[src/rtl/gameshow_host_ctrl.sv]
// rtl/gameshow_host_ctrl.sv - gameshow host controller: winner resolve, answer countdown, buzzer clear
// Optional per-question mask of wrong players: define GAMESHOW_WRONG_MASK_EN.
module gameshow_host_ctrl #(
  parameter int N_PLAYERS       = 6,
  parameter int PRESCALE_CYCLES = 10000,
  parameter int ANSWER_SECS     = 9
) (
  input  logic                 clk,
  input  logic                 rst,
  input  logic [N_PLAYERS-1:0] lockout,
  input  logic                 host_start,
  input  logic                 host_correct,
  input  logic                 host_wrong,
  output logic                 buzzer_clr,
  output logic                 winner_valid,
  output logic [2:0]           winner_id,
  output logic                 tie,
  output logic [3:0]           seconds_left,
  output logic                 timeout
);

  localparam int PW = (PRESCALE_CYCLES > 1) ? $clog2(PRESCALE_CYCLES) : 1;
  localparam logic [PW-1:0] PRESC_LAST = PW'(PRESCALE_CYCLES - 1);
  localparam logic [3:0]    SECS_INIT  = 4'(ANSWER_SECS);

  typedef enum logic [1:0] {
    S_IDLE   = 2'd0,
    S_ARMED  = 2'd1,
    S_ANSWER = 2'd2,
    S_REARM  = 2'd3
  } state_t;

  state_t               state_q, state_d;
  logic [2:0]           hist_q, hist_d;
  logic [N_PLAYERS-1:0] mask_q, mask_d;
  logic [2:0]           win_q, win_d;
  logic                 tie_q, tie_d;
  logic [3:0]           secs_q, secs_d;
  logic [PW-1:0]        presc_q, presc_d;
  logic                 timeout_q, timeout_d;
  logic                 clr_pulse_q, clr_pulse_d;

  logic                 start_edge, correct_edge, wrong_edge;
  logic [N_PLAYERS-1:0] eff;
  logic [2:0]           win_idx;
  logic                 multi_buzz;
  logic                 presc_last;
  logic                 expire;

  assign start_edge   = host_start   & ~hist_q[0];
  assign correct_edge = host_correct & ~hist_q[1];
  assign wrong_edge   = host_wrong   & ~hist_q[2];

  assign eff        = lockout & ~mask_q;
  assign multi_buzz = (eff & (eff - 1'b1)) != '0;
  assign presc_last = presc_q == PRESC_LAST;
  assign expire     = presc_last && (secs_q == 4'd1);

  // Scan from the top so the lowest set index is the one left standing.
  always_comb begin
    win_idx = 3'd0;
    for (int i = N_PLAYERS - 1; i >= 0; i--) begin
      if (eff[i]) win_idx = 3'(i);
    end
  end

  always_ff @(posedge clk or posedge rst) begin
    if (rst) begin
      state_q     <= S_IDLE;
      hist_q      <= '0;
      mask_q      <= '0;
      win_q       <= '0;
      tie_q       <= 1'b0;
      secs_q      <= '0;
      presc_q     <= '0;
      timeout_q   <= 1'b0;
      clr_pulse_q <= 1'b0;
    end else begin
      state_q     <= state_d;
      hist_q      <= hist_d;
      mask_q      <= mask_d;
      win_q       <= win_d;
      tie_q       <= tie_d;
      secs_q      <= secs_d;
      presc_q     <= presc_d;
      timeout_q   <= timeout_d;
      clr_pulse_q <= clr_pulse_d;
    end
  end

  always_comb begin
    state_d     = state_q;
    hist_d      = {host_wrong, host_correct, host_start};
    mask_d      = mask_q;
    win_d       = win_q;
    tie_d       = tie_q;
    secs_d      = secs_q;
    presc_d     = presc_q;
    timeout_d   = 1'b0;
    clr_pulse_d = 1'b0;

    case (state_q)
      S_IDLE: begin
        if (start_edge) begin
          state_d = S_ARMED;
          mask_d  = '0;
        end
      end

      S_ARMED: begin
        if (eff != '0) begin
          state_d = S_ANSWER;
          win_d   = win_idx;
          tie_d   = multi_buzz;
          secs_d  = SECS_INIT;
          presc_d = '0;
        end else if ((lockout != '0) && !clr_pulse_q) begin
          // Only masked players buzzed: flush the latch for one cycle and keep waiting.
          clr_pulse_d = 1'b1;
        end
      end

      S_ANSWER: begin
        presc_d = presc_last ? '0 : presc_q + 1'b1;
        if (presc_last) secs_d = secs_q - 4'd1;
        if (correct_edge) begin
          state_d = S_IDLE;
          secs_d  = '0;
          tie_d   = 1'b0;
        end else if (wrong_edge || expire) begin
          state_d   = S_REARM;
          secs_d    = '0;
          tie_d     = 1'b0;
          timeout_d = !wrong_edge;
`ifdef GAMESHOW_WRONG_MASK_EN
          mask_d    = mask_q | (N_PLAYERS'(1) << win_q);
`else
          mask_d    = '0;
`endif
        end
      end

      S_REARM: begin
        state_d = (&mask_q) ? S_IDLE : S_ARMED;
      end

      default: state_d = S_IDLE;
    endcase
  end

  assign buzzer_clr   = (state_q == S_IDLE) || (state_q == S_REARM) || clr_pulse_q;
  assign winner_valid = state_q == S_ANSWER;
  assign winner_id    = win_q;
  assign tie          = tie_q;
  assign seconds_left = secs_q;
  assign timeout      = timeout_q;

endmodule
[config.mk]
export PLATFORM = sky130hd
export DESIGN_NAME = gameshow_host_ctrl
export DESIGN_NICKNAME = d
export VERILOG_FILES = /design/src/rtl/gameshow_host_ctrl.sv
export SDC_FILE = /design/constraint.sdc
export NUM_CORES = 1
export LEC_CHECK = 0
export CAP_MARGIN = 20
export CELL_PAD_IN_SITES_DETAIL_PLACEMENT = 0
export CELL_PAD_IN_SITES_GLOBAL_PLACEMENT = 1
export CORE_MARGIN = 2
export CORE_UTILIZATION = 44
export CTS_CLUSTER_SIZE = 16
export DETAILED_ROUTE_END_ITERATION = 10
export PLACE_DENSITY_LB_ADDON = 0.12
export REMOVE_ABC_BUFFERS = 1
export SYNTH_ARGS = -nofsm -noshare
export SYNTH_HDL_FRONTEND = slang
export SYNTH_SLANG_ARGS = --single-unit
[constraint.sdc]
create_clock -name clk -period 6.37 [get_ports clk]
set_input_delay 1.274 -clock clk [delete_from_list [all_inputs] [get_ports clk]]
set_output_delay 1.274 -clock clk [all_outputs]
set_load 0.02 [all_outputs]
==> results_dict.tcl, run 1 <==
set metrics [dict create \
    p_int_mw 0.3874 \
    insertion_delay_ns 0.32 \
    num_antenna_cells 0 \
    multi_input_area_um2 808.3 \
    overflow 0 \
    path_clk_slew_ns 0.09 \
    skew_ns 0.005535 \
    wire_per_inst_um 13.74 \
    cts.repair.resized 0 \
    netlist.area_leader.share_pct 45.17 \
    track_usage_pct 18.82 \
    maxSlewHeadroom_pct 58.04 \
    seq_area_frac_synth_pct 45.17 \
    tightest_slew_ns 0.6213 \
    fin_area_um2 1931 \
    clockRootBuffer "clkbuf_4" \
    yosys_register_bits 29 \
    vias 1415 \
    vdd_drop_max_v 0.0001907 \
    p_switching_mw 0.2642 \
    slew_violations 0 \
    required_ns 6.57 \
    fmax_mhz 316.8 \
    timing.rr.start "presc_q[11]$_DFFE_PP0P_" \
    finalWorstPathRequiredPeriod_ns 3.157 \
    synthTopCellsByArea "dfrtp_1 (45%), o21ai_0 (6.5%), ha_1 (4.7%)" \
    io_pins 22 \
    drtIter0Drc 90 \
    drtAntennaViolNets 0 \
    viasPerCell 5.637 \
    path_cells "clkdlybuf4s50_1 > or3_2 > o31ai_1 > buf_4 > a21o_1 > mux2_2" \
    dieArea_um2 4151 \
    min_path_type "flop to flop" \
    synth_edf_count 0 \
    fillers 320 \
    grt_pass1_wl_mm 6.092 \
    status "finished clean" \
    wl_mm 3.448 \
    p_leak_nw 0.7975 \
    seq_area_um2 725.7 \
    cp-endpoint "seconds_left[0]$_DFFE_PP0P_" \
    antenna_found_initial 0 \
    worst_setup_path_start_kind "input port" \
    htree_levels 2 \
    netSwitchingFraction_pct 40.55 \
    cellPowerDensity_nw_per_um2 337.5 \
    cts_setup_buffers 0 \
    r2r_end "seconds_left[3]$_DFFE_PP0P_" \
    yosysMostFrequentCell "dfrtp_1" \
    grt_max_degree 17 \
    portBuffers 21 \
    drive_gt1_share_pct 6.341 \
    setup_violations 0 \
    reg2reg_setup_slack_ns 3.94 \
    r2r.worst_path.cells 5 \
    ctsHoldBuffers 0 \
    numCtsBuffers 5 \
    combPwrFrac_pct 48.4 \
    synth_area_um2 1607 \
    first_pass_iters 4 \
    hold_slack_ns 0.4897 \
    final_cell_count_no_fill 251 \
    finalPower_mw 0.6516 \
    drc 0 \
    syn-mean-instance-area_um2 9.026 \
    syn_inst 178 \
    criticalPathCategory "input port to flop" \
    cp_top_family "buffers and inverters" \
    fin_setup_tns_ns 0 \
    seqPwrFrac_pct 35.4 \
    cts_tree "built" \
    path_buf_inv 2 \
    worst_hold_startpoint "presc_q[13]$_DFFE_PP0P_" \
    max_stage_delay_ns 0.54 \
    die_h_um 64.43 \
    place_congestion 0.8493 \
    yosys_warnings 0 \
    fp.dieW_um 64.43 \
    ys_types 41 \
    fin_nets 221 \
    synthTopCellsByCount "dfrtp_1 (29), o21ai_0 (21), nand2_1 (19)" \
    dp_cells 243 \
    fin_ws_ns 3.213 \
    clock_power_share_pct 16.2 \
    worstPathMaxFanout 13 \
    period_share_pct 49.55 \
    cp_slowest_cell "or3_2" \
    postPlaceCellArea_um2 1882 \
    endpoint_kind "flop" \
    rows 21 \
    place_hpwl_mm 2.575 \
    yosys_most_used_dff "dfrtp_1" \
    syn2layout_area_growth_pct 20.17 \
    pre_cts_slack_ns 2.888 \
    initial_core_util_pct 47.03 \
    clk_path_buf_depth 2 \
    drv_cap 0 \
    fin_util_pct 56.52 \
    hold_viol_final 0 \
    core_area_um2 3416 \
    synthArstFlopShare_pct 100.0 \
    cts_sinks 29 \
    rsz0062_at_grt "no" \
    startpoint "lockout[2]" \
    yosysTopAreaCell "dfrtp_1" \
    crit_cells 6 \
    arrival_ns 3.36 \
    grt_pass1_vias 1330 \
]
[cell usage in the layout, fill, tap and decap left out, types with 2 or more instances in the layout]
master           synthesis  routed
dfrtp_1                 29      29
o21ai_0                 21      21
clkdlybuf4s50_1          0      21
nand2_1                 19      19
nor2_1                  15      15
inv_1                   10      10
nand3_1                  7       7
o31ai_1                  7       7
nor3_1                   6       6
a21oi_1                  6       6
ha_1                     6       6
clkbuf_4                 0       5
a31oi_1                  4       4
o41ai_1                  4       4
nand2b_1                 4       4
nand4_1                  3       3
clkbuf_1                 2       3
or4_1                    2       2
or3_2                    2       2
nor2b_1                  2       2
o21ai_1                  2       2
a21o_1                   2       2
a41oi_1                  2       2
a22o_1                   2       2
a32oi_1                  2       2
buf_4                    0       2
[cell families (layout without fill, tap and decap cells)]
family                     after synthesis  in the layout  share of synthesized area [%]
muxes                                    2              2                          1.324
other                                    1              1                         0.2334
DFF                                     29             29                          45.17
adders and majority gates                7              7                          5.296
buffers and inverters                   15             42                          4.517
AOI/OAI and AO/OA                       56             56                          22.27
and+or+nand+nor                         68             68                          21.18
[sequential cells by signal, summed over array words and instances, names as in the netlist]
name / flops
clr_pulse_q: 1
hist_q: 3
presc_q: 14
seconds_left: 4
state_q: 2
tie: 1
timeout: 1
winner_id: 3
[power by group through the flow]
stage / Clock, mW / Sequential (mW) / Combinational (mW)
floorplan: 0 / 0.251 / 0.182
detailed placement: 0 / 0.234 / 0.317
CTS: 0.111 / 0.231 / 0.319
global placement: 0 / 0.234 / 0.312
global route: 0.117 / 0.235 / 0.356
finish: 0.105 / 0.231 / 0.315
[layer usage]
layer	wire, um	up-vias	part of all wire [%]	track usage (%)
met5	0	-	0	0
met3	108	4	3.1	4.514
met1	1801	672	52	26.91
met4	29	0	0.84	5.585
li1	-	711	-	-
met2	1509	28	44	28.39
[worst min path at each step]
stage / depth (start not counted) / slack [ns] / to
after CTS: 1 / 0.48 / presc_q[13]$_DFFE_PP0P_
final: 1 / 0.49 / presc_q[13]$_DFFE_PP0P_
after detailed placement: 1 / 0.47 / presc_q[13]$_DFFE_PP0P_
after global placement: 1 / 0.45 / presc_q[13]$_DFFE_PP0P_
after floorplan: 1 / 0.44 / presc_q[13]$_DFFE_PP0P_
after global routing: 1 / 0.51 / presc_q[13]$_DFFE_PP0P_
[layout make-up]
type                    count  share of cell area [%]
multi-input cells         134                   41.87
flip-flops and latches     29                   37.59
repair buffers             24                   13.09
well taps                  46                   2.981
clock buffers               8                   2.528
inverters                  10                   1.944
[worst reg2reg max path: stages (launching register included)]
cell and delay [ns]:
dfrtp_1 0.45, or4b_1 0.58, or4_1 0.63, o21ai_1 0.25
o21ai_0 0.13, a32o_1 0.28
(Power assumes the default switching activity.)
==> run 2, diff against run 1 <==
--- a/config.mk
+++ b/config.mk
@@ -9,7 +9,7 @@
 export CELL_PAD_IN_SITES_DETAIL_PLACEMENT = 0
 export CELL_PAD_IN_SITES_GLOBAL_PLACEMENT = 1
 export CORE_MARGIN = 2
-export CORE_UTILIZATION = 44
+export CORE_UTILIZATION = 37
 export CTS_CLUSTER_SIZE = 16
 export DETAILED_ROUTE_END_ITERATION = 10
 export PLACE_DENSITY_LB_ADDON = 0.12
==> constraint.sdc (replaced) <==
create_clock -name clk -period 2.55 [get_ports clk]
set_input_delay 0.51 -clock clk [delete_from_list [all_inputs] [get_ports clk]]
set_output_delay 0.51 -clock clk [all_outputs]
set_load 0.02 [all_outputs]
==> results_dict.tcl, run 2 (synthesized netlist as in run 1, its figures left out) <==
set metrics [dict create \
    drc 0 \
    cts_sinks 29 \
    arrival_ns 2.59 \
    track_usage_pct 17.15 \
    grt_max_degree 30 \
    wl_mm 3.879 \
    dieArea_um2 4885 \
    cellPowerDensity_nw_per_um2 907.6 \
    fmax_mhz 414.1 \
    tightest_slew_ns 0.6089 \
    clk_path_buf_depth 2 \
    r2r.worst_path.cells 6 \
    skew_ns 0.004474 \
    cts_tree "built" \
    core_area_um2 4086 \
    io_pins 22 \
    portBuffers 21 \
    r2r_end "seconds_left[3]$_DFFE_PP0P_" \
    layout_common_cells "dfrtp_1 (29), o21ai_0 (21), clkdlybuf4s50_1 (21), nand2_1 (19), nor2_1 (15)" \
    startpoint "presc_q[11]$_DFFE_PP0P_" \
    num_antenna_cells 0 \
    worst_setup_path_start_kind "flop" \
    grt_pass1_wl_mm 6.672 \
    hold_viol_final 0 \
    status "finished clean" \
    largest_reg_flops 14 \
    max_stage_delay_ns 0.60 \
    period_share_pct 94.71 \
    place_congestion 0.8177 \
    setup_violations 0 \
    postPlaceCellArea_um2 1942 \
    drive_gt1_share_pct 11.21 \
    path_cells "or4b_1 > or4_1 > a21o_1 > buf_4 > o21bai_1 > a32o_1" \
    criticalPathCategory "flop to flop" \
    syn2layout_area_growth_pct 26.25 \
    drtIter0Drc 107 \
    finalWorstPathRequiredPeriod_ns 2.415 \
    grt_pass1_vias 1420 \
    vdd_drop_max_v 0.0004405 \
    clockRootBuffer "clkbuf_8" \
    slew_violations 0 \
    final_common_cell "dfrtp_1" \
    fin_nets 231 \
    final_cell_count_no_fill 264 \
    viasPerCell 5.595 \
    fillers 394 \
    timing.rr.start "presc_q[11]$_DFFE_PP0P_" \
    place_hpwl_mm 2.842 \
    maxSlewHeadroom_pct 59.25 \
    drv_cap 0 \
    dp_cells 257 \
    drtAntennaViolNets 0 \
    max_flop_register "presc_q" \
    numCtsBuffers 5 \
    min_path_type "flop to flop" \
    fin_area_um2 2028 \
    worstPathMaxFanout 7 \
    htree_levels 2 \
    path_clk_slew_ns 0.06 \
    cts_setup_buffers 0 \
    die_h_um 69.90 \
    wire_per_inst_um 14.69 \
    p_leak_nw 0.8559 \
    ctsHoldBuffers 0 \
    overflow 0 \
    rows 23 \
    reg2reg_setup_slack_ns 0.13 \
    endpoint_kind "flop" \
    initial_core_util_pct 39.31 \
    path_buf_inv 1 \
    cp_top_family "simple AND/OR/NAND/NOR gates" \
    antenna_found_initial 0 \
    first_pass_iters 4 \
    cts.repair.resized 0 \
    cp_slowest_cell "or4_1" \
    rsz0062_at_grt "no" \
    vias 1477 \
    crit_cells 6 \
    required_ns 2.72 \
    cp-endpoint "seconds_left[3]$_DFFE_PP0P_" \
    fp.dieW_um 69.90 \
    insertion_delay_ns 0.28 \
]
## run 2: where the power goes
part | switching (mW) | internal, mW
Sequential | 0.0450 | 0.531
Clock | 0.174 | 0.214
Combinational | 0.489 | 0.389
## run 2: final cells by class
type / count / area [um2] / area share (%)
Timing Repair Buffer: 34 / 307.8 / 15.18
Inverter: 10 / 37.54 / 1.851
Sequential cell: 29 / 725.7 / 35.78
Clock buffer: 7 / 86.33 / 4.257
Tap cell: 50 / 62.56 / 3.085
Multi-Input combinational cell: 134 / 808.3 / 39.85
## run 2: worst min-delay path by stage
stage                             start                        to  slack, ns  cells past startpoint
4_1_cts        winner_id[1]$_DFFE_PP0P_  winner_id[1]$_DFFE_PP0P_       0.48                      2
6_report       winner_id[1]$_DFFE_PP0P_  winner_id[1]$_DFFE_PP0P_       0.47                      2
5_1_grt         presc_q[13]$_DFFE_PP0P_   presc_q[13]$_DFFE_PP0P_       0.49                      1
3_5_place_dp   winner_id[1]$_DFFE_PP0P_  winner_id[1]$_DFFE_PP0P_       0.47                      2
3_3_place_gp    presc_q[13]$_DFFE_PP0P_   presc_q[13]$_DFFE_PP0P_       0.46                      1
2_1_floorplan   presc_q[13]$_DFFE_PP0P_   presc_q[13]$_DFFE_PP0P_       0.44                      1
## run 2: worst min-delay path: cells and delay by family, from the launching register on
family	cells	cell delay [ns]
AOI/OAI and AO/OA	1	0.05
DFF	1	0.34
and+or+nand+nor	1	0.05
## run 2: metrics by stage
stage          hold slack, ns  utilization, %  setup TNS [ns]  setup slack (ns)  total power, mW
2_1_floorplan          0.4381               -        -0.03891          -0.01613            1.082
3_3_place_gp           0.4633           47.52               0            0.1292            1.439
3_5_place_dp           0.4693           47.52               0            0.1166            1.465
4_1_cts                0.4815           49.63               0            0.1199            1.858
5_1_grt                0.4932           49.63               0           0.03661            1.968
6_report               0.4747           49.63               0            0.1349            1.841
## run 2: layer usage
layer / global-route usage, % / up-vias / wire, um
met5: 0 / - / 0
met4: 6.624 / 0 / 56
met3: 4.473 / 6 / 148
met2: 26.56 / 38 / 1796
met1: 22.95 / 709 / 1877
li1: - / 724 / -
==> run 3, diff against run 2 <==
--- a/config.mk
+++ b/config.mk
@@ -14,6 +14,7 @@
 export DETAILED_ROUTE_END_ITERATION = 10
 export PLACE_DENSITY_LB_ADDON = 0.12
 export REMOVE_ABC_BUFFERS = 1
+export SKIP_LAST_GASP = 1
 export SYNTH_ARGS = -nofsm -noshare
 export SYNTH_HDL_FRONTEND = slang
 export SYNTH_SLANG_ARGS = --single-unit
==> results of run 3 <==
No change in the layout: final DEF, timing and power equal those of run 2.
